**config.mk**
```make
export PLATFORM = sky130hd
export DESIGN_NAME = ps2_key_sequencer_flat
export DESIGN_NICKNAME = d
export VERILOG_FILES = /design/src/rtl/ps2_key_sequencer_if.sv /design/src/rtl/ps2_key_sequencer.sv /design/src/flat_wrapper.sv
export SDC_FILE = /design/constraint.sdc
export NUM_CORES = 1
export LEC_CHECK = 0
export BUFFER_PORTS_ARGS = -buffer_cell sky130_fd_sc_hd__buf_2
export CORE_ASPECT_RATIO = 0.8
export CORE_UTILIZATION = 30
export DETAILED_ROUTE_END_ITERATION = 8
export SYNTH_ARGS = -nofsm -noshare
export SYNTH_HDL_FRONTEND = slang
export SYNTH_SLANG_ARGS = --single-unit
```
**constraint.sdc**
```tcl
create_clock -name clk -period 2.2 [get_ports clk]
set_clock_uncertainty 0.1 [all_clocks]
set_input_delay 0 -clock clk [delete_from_list [all_inputs] [get_ports clk]]
set_output_delay 0 -clock clk [all_outputs]
set_load 0.1 [all_outputs]
```
**src/rtl/ps2_key_sequencer_if.sv**
```systemverilog
// PS/2 receiver FIFO side of ps2_key_sequencer: head byte, non-empty flag,
// overflow flag and the active-low pop strobe.
interface ps2_key_sequencer_if;
  logic       ready;
  logic [7:0] data;
  logic       overflow;
  logic       nextdata_n;

  // receiver FIFO (byte source)
  modport master (output ready, output data, output overflow, input nextdata_n);
  // key sequencer (byte consumer)
  modport slave  (input ready, input data, input overflow, output nextdata_n);
endinterface

```
**src/rtl/ps2_key_sequencer.sv**
```systemverilog
// PS/2 scan-code sequencer: pops one FIFO byte per handshake, folds E0/F0
// prefixes into single key events, tracks the held key and counts presses.
// Optional: define PS2SEQ_REPEAT_FILTER_EN to suppress typematic repeats.
module ps2_key_sequencer #(
  parameter int unsigned COUNT_W = 8
) (
  input  logic               clk,
  input  logic               clrn,
  ps2_key_sequencer_if.slave rx,
  input  logic               clear_ovf,
  output logic               key_event,
  output logic               key_make,
  output logic               key_ext,
  output logic [7:0]         key_code,
  output logic               key_pressed,
  output logic [COUNT_W-1:0] press_count,
  output logic               ovf_sticky
);

  typedef enum logic [1:0] {IDLE, POP, SETTLE} state_e;

  state_e             state_q, state_d;
  logic               nextdata_n_q, nextdata_n_d;
  logic               key_event_q, key_event_d;
  logic               key_make_q, key_make_d;
  logic               key_ext_q, key_ext_d;
  logic [7:0]         key_code_q, key_code_d;
  logic               key_pressed_q, key_pressed_d;
  logic [COUNT_W-1:0] press_count_q, press_count_d;
  logic               ovf_sticky_q, ovf_sticky_d;
  logic               ext_f_q, ext_f_d;
  logic               brk_f_q, brk_f_d;
  logic [8:0]         held_q, held_d;
  logic               is_repeat;

  // state and output registers
  always_ff @(posedge clk or negedge clrn) begin
    if (!clrn) begin
      state_q       <= IDLE;
      nextdata_n_q  <= 1'b1;
      key_event_q   <= 1'b0;
      key_make_q    <= 1'b0;
      key_ext_q     <= 1'b0;
      key_code_q    <= '0;
      key_pressed_q <= 1'b0;
      press_count_q <= '0;
      ovf_sticky_q  <= 1'b0;
      ext_f_q       <= 1'b0;
      brk_f_q       <= 1'b0;
      held_q        <= '0;
    end else begin
      state_q       <= state_d;
      nextdata_n_q  <= nextdata_n_d;
      key_event_q   <= key_event_d;
      key_make_q    <= key_make_d;
      key_ext_q     <= key_ext_d;
      key_code_q    <= key_code_d;
      key_pressed_q <= key_pressed_d;
      press_count_q <= press_count_d;
      ovf_sticky_q  <= ovf_sticky_d;
      ext_f_q       <= ext_f_d;
      brk_f_q       <= brk_f_d;
      held_q        <= held_d;
    end
  end

  // next-state, byte decode and key tracking
  always_comb begin
    state_d       = state_q;
    nextdata_n_d  = 1'b1;
    key_event_d   = 1'b0;
    key_make_d    = key_make_q;
    key_ext_d     = key_ext_q;
    key_code_d    = key_code_q;
    key_pressed_d = key_pressed_q;
    press_count_d = press_count_q;
    ext_f_d       = ext_f_q;
    brk_f_d       = brk_f_q;
    held_d        = held_q;
`ifdef PS2SEQ_REPEAT_FILTER_EN
    is_repeat     = !brk_f_q && key_pressed_q && (held_q == {ext_f_q, rx.data});
`else
    is_repeat     = 1'b0;
`endif

    unique case (state_q)
      IDLE: begin
        if (rx.ready) begin
          state_d      = POP;
          nextdata_n_d = 1'b0;
          if (rx.data == 8'hE0) begin
            ext_f_d = 1'b1;
          end else if (rx.data == 8'hF0) begin
            brk_f_d = 1'b1;
          end else begin
            ext_f_d = 1'b0;
            brk_f_d = 1'b0;
            if (!brk_f_q) begin
              if (!is_repeat) begin
                key_event_d   = 1'b1;
                key_make_d    = 1'b1;
                key_ext_d     = ext_f_q;
                key_code_d    = rx.data;
                press_count_d = press_count_q + COUNT_W'(1);
              end
              held_d        = {ext_f_q, rx.data};
              key_pressed_d = 1'b1;
            end else begin
              key_event_d = 1'b1;
              key_make_d  = 1'b0;
              key_ext_d   = ext_f_q;
              key_code_d  = rx.data;
              if (key_pressed_q && (held_q == {ext_f_q, rx.data})) begin
                key_pressed_d = 1'b0;
              end
            end
          end
        end
      end
      POP:     state_d = SETTLE;
      SETTLE:  state_d = IDLE;
      default: state_d = IDLE;
    endcase

    // set wins over clear
    if (rx.overflow) begin
      ovf_sticky_d = 1'b1;
    end else if (clear_ovf) begin
      ovf_sticky_d = 1'b0;
    end else begin
      ovf_sticky_d = ovf_sticky_q;
    end
  end

  assign rx.nextdata_n = nextdata_n_q;
  assign key_event     = key_event_q;
  assign key_make      = key_make_q;
  assign key_ext       = key_ext_q;
  assign key_code      = key_code_q;
  assign key_pressed   = key_pressed_q;
  assign press_count   = press_count_q;
  assign ovf_sticky    = ovf_sticky_q;

endmodule

```
**src/flat_wrapper.sv**
```systemverilog
// flat-port wrapper written by rule: the top's interface ports become plain ports
module ps2_key_sequencer_flat 
#(
  parameter int unsigned COUNT_W = 8
)
  (clk, clrn, clear_ovf, key_event, key_make, key_ext, key_code, key_pressed, press_count, ovf_sticky, rx_ready, rx_data, rx_overflow, rx_nextdata_n);
  ps2_key_sequencer_if rx_i ();
  input  logic clk;
  input  logic clrn;
  input  logic clear_ovf;
  output logic key_event;
  output logic key_make;
  output logic key_ext;
  output logic [7:0] key_code;
  output logic key_pressed;
  output logic [COUNT_W-1:0] press_count;
  output logic ovf_sticky;
  input wire logic [$bits(rx_i.ready)-1:0] rx_ready;
  input wire logic [$bits(rx_i.data)-1:0] rx_data;
  input wire logic [$bits(rx_i.overflow)-1:0] rx_overflow;
  output wire logic [$bits(rx_i.nextdata_n)-1:0] rx_nextdata_n;
  assign rx_i.ready = rx_ready;
  assign rx_i.data = rx_data;
  assign rx_i.overflow = rx_overflow;
  assign rx_nextdata_n = rx_i.nextdata_n;
  ps2_key_sequencer #(.COUNT_W(COUNT_W)) u_core (.clk(clk), .clrn(clrn), .rx(rx_i), .clear_ovf(clear_ovf), .key_event(key_event), .key_make(key_make), .key_ext(key_ext), .key_code(key_code), .key_pressed(key_pressed), .press_count(press_count), .ovf_sticky(ovf_sticky));
endmodule
```
==> flow_results.xml <==
<?xml version="1.0" encoding="UTF-8"?>
<metrics>
  <group name="layout">
    <metric name="post-route-util" unit="%">40.48</metric>
    <metric name="final_cell_count_no_fill" unit="">222</metric>
    <metric name="final_design_area_no_fill" unit="um^2">1883</metric>
    <metric name="areaGrowthSynthToFinish" unit="%">28.30</metric>
    <metric name="share_of_cells_above_drive_strength_1" unit="%">36.42</metric>
    <metric name="n_antenna_cell" unit="">0</metric>
    <metric name="num-nets-final" unit="">175</metric>
    <metric name="fillCellCount" unit="">460</metric>
  </group>
  <group name="place">
    <metric name="gp_congestion" unit="">0.7191</metric>
    <metric name="placed_area" unit="um^2">1693</metric>
    <metric name="place_worst_setup_slack" unit="ns">0.3430</metric>
    <metric name="place.port_buffers" unit="">34</metric>
    <metric name="post-place-cells" unit="">203</metric>
  </group>
  <group name="worst_setup_path">
    <metric name="critPathCaptureType" unit="">flop</metric>
    <metric name="reg2regPathDepth" unit="">3</metric>
    <metric name="cp-startpoint" unit="">rx_data[0]</metric>
    <metric name="rrSetupSlack" unit="ns">0.34</metric>
    <metric name="critical_path_peak_fanout" unit="">13</metric>
    <metric name="worst_ep_required_time" unit="ns">2.26</metric>
    <metric name="cp-start-kind" unit="">primary input</metric>
    <metric name="timing.setup.critical_path_class" unit="">primary input to flop</metric>
    <metric name="regToRegEndpoint" unit="">u_core.held_q[0]</metric>
    <metric name="timing.critical_path.arrival" unit="ns">2.03</metric>
    <metric name="reg2reg_from" unit="">u_core.state_q[0]</metric>
    <metric name="worstSetupEndpoint" unit="">u_core.key_code[5]</metric>
  </group>
  <group name="detailed_routing">
    <metric name="postRouteWirelength" unit="um">2769</metric>
    <metric name="vias" unit="">983</metric>
    <metric name="detailedRoute.firstIterationViolations" unit="">62</metric>
    <metric name="number_of_detailed_routing_iterations_run_before_antenna_repair" unit="">4</metric>
    <metric name="drc" unit="">0</metric>
    <metric name="detail_route.vias_per_cell" unit="">4.428</metric>
    <metric name="detail_route.wl_per_cell" unit="um">12.47</metric>
    <metric name="detail-route-antenna-nets" unit="">0</metric>
  </group>
  <group name="timing">
    <metric name="layout_min_cycle_time" unit="ns">1.972</metric>
    <metric name="report.final.slew_viol_count" unit="">0</metric>
    <metric name="tns" unit="ns">0</metric>
    <metric name="hold_slack" unit="ns">0.06820</metric>
    <metric name="fmax" unit="MHz">507.1</metric>
    <metric name="timing_hold_violations_final" unit="">0</metric>
    <metric name="worst_slew_margin_rel" unit="%">49.76</metric>
    <metric name="final_min_period_over_clock_period" unit="%">89.63</metric>
    <metric name="timing.final.setup_violations" unit="">0</metric>
    <metric name="rsz0062_at_grt" unit="">no</metric>
    <metric name="final.setup.worst_slack" unit="ns">0.2280</metric>
    <metric name="tightestPinTransition" unit="ns">0.7536</metric>
  </group>
  <group name="logic_synthesis">
    <metric name="ffs_w_async_s_r_synth" unit="%">100.0</metric>
    <metric name="synth_flop_cell" unit="">dfrtp_1</metric>
    <metric name="synthMostInstantiatedCell" unit="">dfrtp_1</metric>
    <metric name="synth_common_cells" unit="">dfrtp_1, mux2_2, nand2_1, xnor2_1</metric>
    <metric name="ys_seq_elements" unit="">35</metric>
    <metric name="post_synth_inst_count" unit="">111</metric>
    <metric name="netlist_top_cells_area" unit="">dfrtp_1, mux2_2, xnor2_1, nand2_1, xor2_1</metric>
    <metric name="total_nets_after_synthesis" unit="">125</metric>
    <metric name="ys.warnings.count" unit="">0</metric>
    <metric name="combined_area_of_all_synthesized_cells" unit="um^2">1468</metric>
    <metric name="synth_top_area_share" unit="%">57.97</metric>
    <metric name="synth_area_leader_cell" unit="">dfrtp_1</metric>
    <metric name="postSynthAreaPerCell" unit="um^2">13.22</metric>
    <metric name="number_of_enable_flip_flop_cells_after_synthesis" unit="">0</metric>
    <metric name="synth-seq-area-share" unit="%">59.76</metric>
    <metric name="synth.distinct_cells" unit="">26</metric>
  </group>
  <group name="clock_tree">
    <metric name="clkLatencyLatePin" unit="ns">0.28</metric>
    <metric name="ctsResizeCount" unit="">0</metric>
    <metric name="clk_pin_slew" unit="ns">0.07</metric>
    <metric name="clock_tree.root_cell" unit="">clkbuf_8</metric>
    <metric name="cts-buffers-inserted" unit="">5</metric>
    <metric name="cts_tree" unit="">yes</metric>
    <metric name="max-clock-path-buffers" unit="">2</metric>
    <metric name="clkSinkCount" unit="">35</metric>
    <metric name="cts_post_setup_buffers_inserted" unit="">0</metric>
    <metric name="htreeDepth" unit="">2</metric>
  </group>
  <group name="global_routing">
    <metric name="grt_overflow" unit="">0</metric>
    <metric name="globalRouteTotalUtil" unit="%">12.08</metric>
    <metric name="grt_start_max_net_pins" unit="">36</metric>
    <metric name="antenna_found_initial" unit="">0</metric>
    <metric name="grt_first_pass_wirelength" unit="um">4719</metric>
    <metric name="first_global_vias" unit="">1004</metric>
  </group>
  <group name="floorplanning">
    <metric name="start_util" unit="%">31.55</metric>
    <metric name="num_rows" unit="">22</metric>
    <metric name="dieHeight" unit="um">64.56</metric>
    <metric name="design.die.area" unit="um^2">5178</metric>
    <metric name="core_area" unit="um^2">4652</metric>
    <metric name="chipWidth" unit="um">80.20</metric>
    <metric name="top_level_port_count" unit="">35</metric>
  </group>
  <group name="pwr">
    <metric name="power.ir.vdd_worst" unit="uV">468.9</metric>
    <metric name="static-leakage-power" unit="nW">0.8906</metric>
    <metric name="design_power_total" unit="mW">2.654</metric>
    <metric name="p_per_area" unit="nW/um^2">1410</metric>
  </group>
  <group name="flow_run">
    <metric name="cap_violations" unit="">0</metric>
  </group>
  <group name="hold_path">
    <metric name="min-delay-path-class" unit="">primary input to flop</metric>
    <metric name="min_delay_path_depth" unit="">3</metric>
  </group>
  <group name="outcome">
    <metric name="outcome" unit="">finished, final reports clean</metric>
  </group>
</metrics>
critical path: stages:
cell	delay [ns]
dlygate4sd3_1	0.54
buf_2	0.15
or3_4	0.39
o21ai_2	0.53
mux2_2	0.41
cells by family (layout without fill, tap and decap cells):
kind of cell    count (synthesis)  count (layout)  share of synthesized area (%)
fa+ha+maj                       1               1                         0.8524
flops                          35              35                          59.76
xor+xnor                       16              16                          9.548
simple gates                   30              30                          11.34
compound gates                  7               7                          3.836
mux                            15              15                          11.76
buf+inv                         7              58                          2.898
worst min-delay path by stage:
stage | end | startpoint | slack [ns]
floorplan | u_core.brk_f_q | clrn | -0.40
global placement | u_core.ovf_sticky | clrn | -0.0004
detailed placement | u_core.ovf_sticky | clrn | 0.02
CTS | u_core.state_q[0] | rx_ready | 0.06
global route | u_core.state_q[0] | rx_ready | 0.06
finish | u_core.state_q[0] | rx_ready | 0.07
registers in the layout (all words and copies together) (netlist names):
name,cells
u_core.brk_f_q,1
u_core.ext_f_q,1
u_core.held_q,9
u_core.key_code,8
u_core.key_event,1
u_core.key_ext,1
u_core.key_make,1
u_core.key_pressed,1
u_core.ovf_sticky,1
u_core.press_count,8
u_core.rx.nextdata_n,1
u_core.state_q,2
layer usage:
| metal | global-route usage, % | part of all wire (%) |
|---|---|---|
| met1 | 15.63 | 47 |
| met2 | 18.80 | 49 |
| met3 | 3.803 | 4.2 |
| met4 | 4.688 | 0.33 |
| met5 | 0 | 0 |
cell type report:
class                           count  area [um^2]  area share (%)
Tap cell                           60        75.07           3.987
Inverter                            4        15.01          0.7973
Sequential cell                    35        877.1           46.58
Clock buffer                        8        80.08           4.252
Multi-Input combinational cell     69        548.0           29.10
Timing Repair Buffer               46        287.8           15.28
cells in the final DEF, fill, tap and decap left out, types with 2 or more instances in the layout:
cell,instances
clkbuf_8,5
nor2_1,2
dlygate4sd3_1,11
and3_1,3
nand2_1,14
mux2_2,14
clkbuf_1,3
dfrtp_1,34
xnor2_1,11
a21o_1,2
nand4_1,5
xor2_1,5
buf_2,34
inv_1,4
where the power goes:
part | leakage [nW] | internal, mW | switching, mW
Clock | 0.0395 | 0.225 | 0.200
Combinational | 0.427 | 0.293 | 0.961
Sequential | 0.424 | 0.829 | 0.146
repair_timing:
item,4_1_cts,5_1_grt
endpoints found under the setup margin,0,0
hold buffers,11,0
hold endpoints to repair,52,0
Note: power is estimated with default switching activity, not from simulation.
